$ cat config.mk
export PLATFORM = sky130hd
export DESIGN_NAME = seq_det_scheduler_flat
export DESIGN_NICKNAME = d
export VERILOG_FILES = /design/src/rtl/seq_det_scheduler_if.sv /design/src/rtl/seq_det_scheduler.sv /design/src/flat_wrapper.sv
export SDC_FILE = /design/constraint.sdc
export NUM_CORES = 1
export LEC_CHECK = 0
export BUFFER_PORTS_ARGS = -buffer_cell sky130_fd_sc_hd__buf_2
export CAP_MARGIN = 20
export CORE_UTILIZATION = 44
export DETAILED_ROUTE_END_ITERATION = 7
export PLACE_DENSITY = 0.76
export SYNTH_ARGS = -nofsm -noshare
export SYNTH_HDL_FRONTEND = slang
export SYNTH_SLANG_ARGS = --single-unit
$ cat constraint.sdc
create_clock -name clk -period 1.75 [get_ports clk]
set_input_delay 0.35 -clock clk [delete_from_list [all_inputs] [get_ports clk]]
set_output_delay 0.35 -clock clk [all_outputs]
set_load 0.05 [all_outputs]
$ cat src/rtl/seq_det_scheduler_if.sv
// Request/response handshake bundle for seq_det_scheduler.
// A valid/ready transfer completes on a rising clk edge where both valid and ready are high; the
// producer holds valid and its payload stable until that edge.
interface seq_det_scheduler_if #(
  parameter int NUM_CH = 4,
  parameter int WIDTH  = 16,
  parameter int CW     = $clog2(WIDTH + 1),
  parameter int CHW    = $clog2(NUM_CH)
);
  logic [NUM_CH-1:0]       req_valid;
  logic [NUM_CH*WIDTH-1:0] req_data;
  logic [NUM_CH-1:0]       req_ready;
  logic                    resp_valid;
  logic                    resp_ready;
  logic [CHW-1:0]          resp_ch;
  logic [CW-1:0]           resp_count;

  modport master (
    output req_valid, req_data, resp_ready,
    input  req_ready, resp_valid, resp_ch, resp_count
  );

  modport slave (
    input  req_valid, req_data, resp_ready,
    output req_ready, resp_valid, resp_ch, resp_count
  );
endinterface

$ cat src/rtl/seq_det_scheduler.sv
// Round-robin scheduler sharing one external 101010 Mealy detector between NUM_CH requesters.
// Each granted word is shifted MSB-first into the detector and its match pulses are counted.
module seq_det_scheduler #(
  parameter int NUM_CH = 4,
  parameter int WIDTH  = 16,
  parameter int CW     = $clog2(WIDTH + 1),
  parameter int CHW    = $clog2(NUM_CH)
) (
  input  logic               clk,
  input  logic               reset,
  seq_det_scheduler_if.slave bus,
  output logic               busy,
  output logic               det_x,
  output logic               det_reset,
  input  logic               det_z,
  output logic [1:0]         dbg_state,
  output logic [CHW-1:0]     dbg_ptr
);
  localparam int BW = $clog2(WIDTH);

  typedef enum logic [1:0] {
    IDLE  = 2'd0,
    CLR   = 2'd1,
    SHIFT = 2'd2,
    DONE  = 2'd3
  } state_t;

  state_t           state;
  logic [CHW-1:0]   ptr;
  logic [CHW-1:0]   ch_q;
  logic [WIDTH-1:0] sr;
  logic [BW-1:0]    bit_cnt;
  logic [CW-1:0]    count;
  logic             resp_valid_q;
  logic             busy_q;

  logic             grant_found;
  logic [CHW-1:0]   grant_idx;
  logic [CHW-1:0]   next_ptr;
  logic [WIDTH-1:0] words [NUM_CH];

  for (genvar i = 0; i < NUM_CH; i++) begin : g_words
    assign words[i] = bus.req_data[i*WIDTH +: WIDTH];
  end

  // Walk from ptr downwards in priority so the lowest offset from ptr is written last and wins.
  always_comb begin
    int idx;
    logic [CHW-1:0] sel;
    idx         = 0;
    sel         = '0;
    grant_found = 1'b0;
    grant_idx   = '0;
    for (int k = NUM_CH - 1; k >= 0; k--) begin
      idx = (int'(ptr) + k) % NUM_CH;
      sel = CHW'(idx);
      if (bus.req_valid[sel]) begin
        grant_found = 1'b1;
        grant_idx   = sel;
      end
    end
    next_ptr = CHW'((int'(grant_idx) + 1) % NUM_CH);
  end

  always_ff @(posedge clk or posedge reset) begin
    if (reset) begin
      state        <= IDLE;
      ptr          <= '0;
      ch_q         <= '0;
      sr           <= '0;
      bit_cnt      <= '0;
      count        <= '0;
      resp_valid_q <= 1'b0;
      busy_q       <= 1'b0;
    end else begin
      case (state)
        IDLE: begin
          if (grant_found) begin
            sr     <= words[grant_idx];
            ch_q   <= grant_idx;
            count  <= '0;
            ptr    <= next_ptr;
            busy_q <= 1'b1;
            state  <= CLR;
          end
        end
        CLR: begin
          bit_cnt <= BW'(WIDTH - 1);
          state   <= SHIFT;
        end
        SHIFT: begin
          // det_z belongs to the bit currently on det_x, so it is counted on this same edge.
          if (det_z && (count != '1)) count <= count + 1'b1;
          sr      <= {sr[WIDTH-2:0], 1'b0};
          bit_cnt <= bit_cnt - 1'b1;
          if (bit_cnt == '0) begin
            resp_valid_q <= 1'b1;
            state        <= DONE;
          end
        end
        DONE: begin
          if (bus.resp_ready) begin
            resp_valid_q <= 1'b0;
            busy_q       <= 1'b0;
            state        <= IDLE;
          end
        end
        default: begin
          resp_valid_q <= 1'b0;
          busy_q       <= 1'b0;
          state        <= IDLE;
        end
      endcase
    end
  end

  assign bus.req_ready  = (state == IDLE && grant_found) ? (NUM_CH'(1) << grant_idx) : '0;
  assign bus.resp_valid = resp_valid_q;
  assign bus.resp_ch    = ch_q;
  assign bus.resp_count = count;
  assign busy           = busy_q;
  assign det_x          = (state == SHIFT) & sr[WIDTH-1];
  assign det_reset      = reset | (state == CLR);
  assign dbg_state      = state;
  assign dbg_ptr        = ptr;
endmodule

$ cat src/flat_wrapper.sv
// flat-port wrapper written by rule: the top's interface ports become plain ports
module seq_det_scheduler_flat 
#(
  parameter int NUM_CH = 4,
  parameter int WIDTH  = 16,
  parameter int CW     = $clog2(WIDTH + 1),
  parameter int CHW    = $clog2(NUM_CH)
)
  (clk, reset, busy, det_x, det_reset, det_z, dbg_state, dbg_ptr, bus_req_valid, bus_req_data, bus_resp_ready, bus_req_ready, bus_resp_valid, bus_resp_ch, bus_resp_count);
  seq_det_scheduler_if #(.NUM_CH(NUM_CH), .WIDTH(WIDTH), .CW(CW), .CHW(CHW)) bus_i ();
  input  logic clk;
  input  logic reset;
  output logic busy;
  output logic det_x;
  output logic det_reset;
  input  logic det_z;
  output logic [1:0] dbg_state;
  output logic [CHW-1:0] dbg_ptr;
  input wire logic [$bits(bus_i.req_valid)-1:0] bus_req_valid;
  input wire logic [$bits(bus_i.req_data)-1:0] bus_req_data;
  input wire logic [$bits(bus_i.resp_ready)-1:0] bus_resp_ready;
  output wire logic [$bits(bus_i.req_ready)-1:0] bus_req_ready;
  output wire logic [$bits(bus_i.resp_valid)-1:0] bus_resp_valid;
  output wire logic [$bits(bus_i.resp_ch)-1:0] bus_resp_ch;
  output wire logic [$bits(bus_i.resp_count)-1:0] bus_resp_count;
  assign bus_i.req_valid = bus_req_valid;
  assign bus_i.req_data = bus_req_data;
  assign bus_i.resp_ready = bus_resp_ready;
  assign bus_req_ready = bus_i.req_ready;
  assign bus_resp_valid = bus_i.resp_valid;
  assign bus_resp_ch = bus_i.resp_ch;
  assign bus_resp_count = bus_i.resp_count;
  seq_det_scheduler #(.NUM_CH(NUM_CH), .WIDTH(WIDTH), .CW(CW), .CHW(CHW)) u_core (.clk(clk), .reset(reset), .bus(bus_i), .busy(busy), .det_x(det_x), .det_reset(det_reset), .det_z(det_z), .dbg_state(dbg_state), .dbg_ptr(dbg_ptr));
endmodule
==> run summary <==
Type of destination of the critical path - output port
Syn nets - 322
Seq pwr share - 21.2%
Hold Vio Cnt, Final - 0
Internal Power - 3.37 mW
Die area - 5610 um2
Final ANT Viol Nets - 0
RSZ-0062 raised after global routing - true
Crit path largest cell delay - 0.35 ns
Chip width - 74.9 um
Initial drt markers - 91
Pwr dens - 1670 nW/um2
Maximum VDD drop - 1080 uV
Num rows - 26
Yosys warnings - 0
Fillers - 389
Worst min path class - in2async
Dpl hpwl - 3960 um
Clk pin slew, worst setup/hold paths - 0.06 ns
Setup-failing EPs final - 24
Worst EP arrival - 1.81 ns
Register area share after synthesis - 35.3%
Die H - 74.9 um
Post-synth ARST share - 100%
Routed WL - 5940 um
Setup TNS - -3.85 ns
# DRC - 0
Via Count - 2198
Main synth FF type - dfrtp_1
Htree depth - 2
Syn avg cell area - 9.78 um2
IO buf count - 90
FMAX - 463 MHz
Inst Count DP - 413
Post-layout util - 68.6%
Crit path time final - 2.16 ns
Synth cell types - 36
Total power - 5.85 mW
Slew headroom - 72.1%
Ant diodes - 0
Slowest-stage cell, CP - dfrtp_2
Largest net degree at the start of global routing - 34
Setup CP Type - reg2out
Vias per cell - 5.09
Gate Count Post-Synth - 239
Design Area, Final - 3500 um2
Post-synth EDFFs - 0
Comb power frac - 66.2%
# IOs - 91
Worst setup SP type - flip-flop
Clock skew - 0.00603 ns
Synthesis-to-layout area growth - 49.9%
Worst-path cell chain - and2b_1 -> a21oi_2 -> nor2_2 -> a211oi_4 -> buf_6 -> inv_6 -> ha_4 -> and2_4 -> buf_8
CTS tree - done
Worst setup margin - -0.408 ns
Crit Path Max Fanout - 5
Core box area - 5110 um2
Layout cells sized above 1 - 55.0%
Hold buffer count at cts - 0
Inserted Clock Buffers - 5
Period Utilization, post-route - 123%
Vias in the first global route - 2008
DP Worst Slack - -0.381 ns
RePlAce Congestion - 0.755
CTS Buffer Depth - 2
First-pass DRT Iterations - 5
Clk Latency, worst-skew pair - 0.29 ns
Global-route wire length before repair - 8870 um
FF+latch count, synth - 33
Leakage - 1.76 nW
Worst Path Required - 1.40 ns
Root Buffer Master - clkbuf_8
Violated checks - negative setup slack
Net Sw Frac - 42.5%
GRT Util Overall - 21.3%
Initial core utilization - 45.8%
Switching power - 2.49 mW
Initial antenna violation count - 0
Worst-margin pin slew - 0.418 ns
Mapped cell area - 2340 um2
GRT overflow - 0
Total placed instance area - 3080 um2
Final nets - 444
Non-Filler Instances - 432
Max Cap Viol - 0
Hold Worst Slack - 0.150 ns
CTS sink count - 33
Detailed-route wire length per cell - 13.8 um
Slew Limit Fails - 0
Outcome - complete, but fails checks
Clock share of power - 12.6%
==> state kept, by name (all words and copies together) (netlist names) <==
name                   cells
u_core.sr                 16
u_core.bus.resp_count      5
u_core.bit_cnt             4
u_core.bus.resp_ch         2
u_core.dbg_ptr             2
u_core.dbg_state           2
u_core.bus.resp_valid      1
u_core.busy                1
==> repair_timing <==
action / 4_1_cts / 5_1_grt
buffers inserted: 9 / 4
resized for setup: 36 / 17
endpoints found under the setup margin: 27 / 30
pin swaps: 9 / 10
gates cloned: 1 / 1
hold endpoints to repair: 0 / 0
==> power by group through the flow <==
| stage | clock network, mW | registers, mW | logic (mW) |
|---|---|---|---|
| floorplan | 0 | 1.60 | 2.15 |
| global placement | 0 | 1.24 | 3.18 |
| detailed placement | 0 | 1.24 | 3.25 |
| CTS | 0.760 | 1.23 | 3.68 |
| global route | 0.790 | 1.27 | 4.19 |
| finish | 0.740 | 1.24 | 3.87 |
==> critical path, delay by kind of cell, from the launching register on <==
kind	cells	cell delay [ns]
buffers and inverters	3	0.34
flip-flops	1	0.35
adder cells (fa/ha/maj)	1	0.15
AO/OA/AOI/OAI	2	0.28
AND/OR/NAND/NOR	3	0.38
==> path summary, 6_finish.rpt <==
path                                               start  slack (ns)  cells after the start                                end
setup / recovery           u_core.dbg_ptr[0]$_DFFE_PP0P_       -0.41                      9                   bus_req_ready[2]
hold / removal                                     reset        0.15                      3      u_core.bit_cnt[0]$_DFFE_PP0P_
setup reg to reg           u_core.dbg_ptr[0]$_DFFE_PP0P_       -0.15                      8           u_core.sr[9]$_DFFE_PP0P_
hold reg to reg                u_core.sr[13]$_DFFE_PP0P_        0.48                      2          u_core.sr[13]$_DFFE_PP0P_
max in group asynchronous                          reset        1.27                      3      u_core.dbg_ptr[1]$_DFFE_PP0P_
min in group clk                          bus_resp_ready        0.38                      4  u_core.bus.resp_valid$_DFFE_PP0P_
==> layer usage <==
metal	share of wire, %	wire length [um]	global-route usage, %
met1	44	2620	26.8
met2	50	2960	36.5
met3	4.9	292	3.88
met4	1.2	69	7.76
met5	0	0	0
==> Yosys cell counts, types with 5 or more instances <==
library cell  count  area [um2]
a21oi_1          21         105
and2_1            5        31.3
and3_1           17         106
clkbuf_1          7        26.3
dfrtp_1          33         826
ha_1             11         138
inv_1            12        45.0
mux2_2           18         203
mux2i_1          34         340
nand2_1          13        48.8
nor2_1           13        48.8
o21ai_0           6        30.0
o21ai_1          10        50.1
o21ai_2           5        43.8
==> layout by cell type, fill, tap and decap left out, types with 2 or more instances in the layout <==
cell type / count
a21o_1: 2
nor2_1: 11
and3_1: 17
xor2_1: 2
o22ai_2: 2
ha_1: 3
and2_4: 5
a22o_1: 2
mux2_2: 18
a21oi_1: 19
o21ai_0: 5
dfrtp_2: 6
inv_2: 2
buf_8: 7
a31oi_1: 2
clkbuf_8: 6
a21oi_2: 2
inv_1: 8
ha_4: 6
mux2i_1: 33
nand3_1: 4
ha_2: 2
nand2_1: 11
buf_4: 28
o21ai_1: 10
o21ai_2: 6
dfrtp_1: 27
buf_6: 7
nand2_2: 2
buf_2: 84
buf_12: 2
==> layout make-up <==
cell class / instances / area (um2) / area share (%)
clock buffer: 7 / 86.3 / 2.46
sequential: 33 / 833 / 23.8
inverter: 12 / 57.6 / 1.64
clock inverter: 1 / 30.0 / 0.857
multi-input combinational: 179 / 1500 / 42.9
timing repair buffer: 130 / 907 / 25.9
tap: 70 / 87.6 / 2.50
==> cell families (layout without fill, tap and decap cells) <==
family,count (synthesis),count (layout),share of synthesized area (%)
xor gates and xnor gates,2,2,0.750
buffers and inverters,27,150,7.23
AOI/OAI and AO/OA,54,54,13.7
and+or+nand+nor,60,60,13.9
adders and majority gates,11,11,5.89
DFF,33,33,35.3
muxes,52,52,23.2
(Power assumes the default switching activity.)
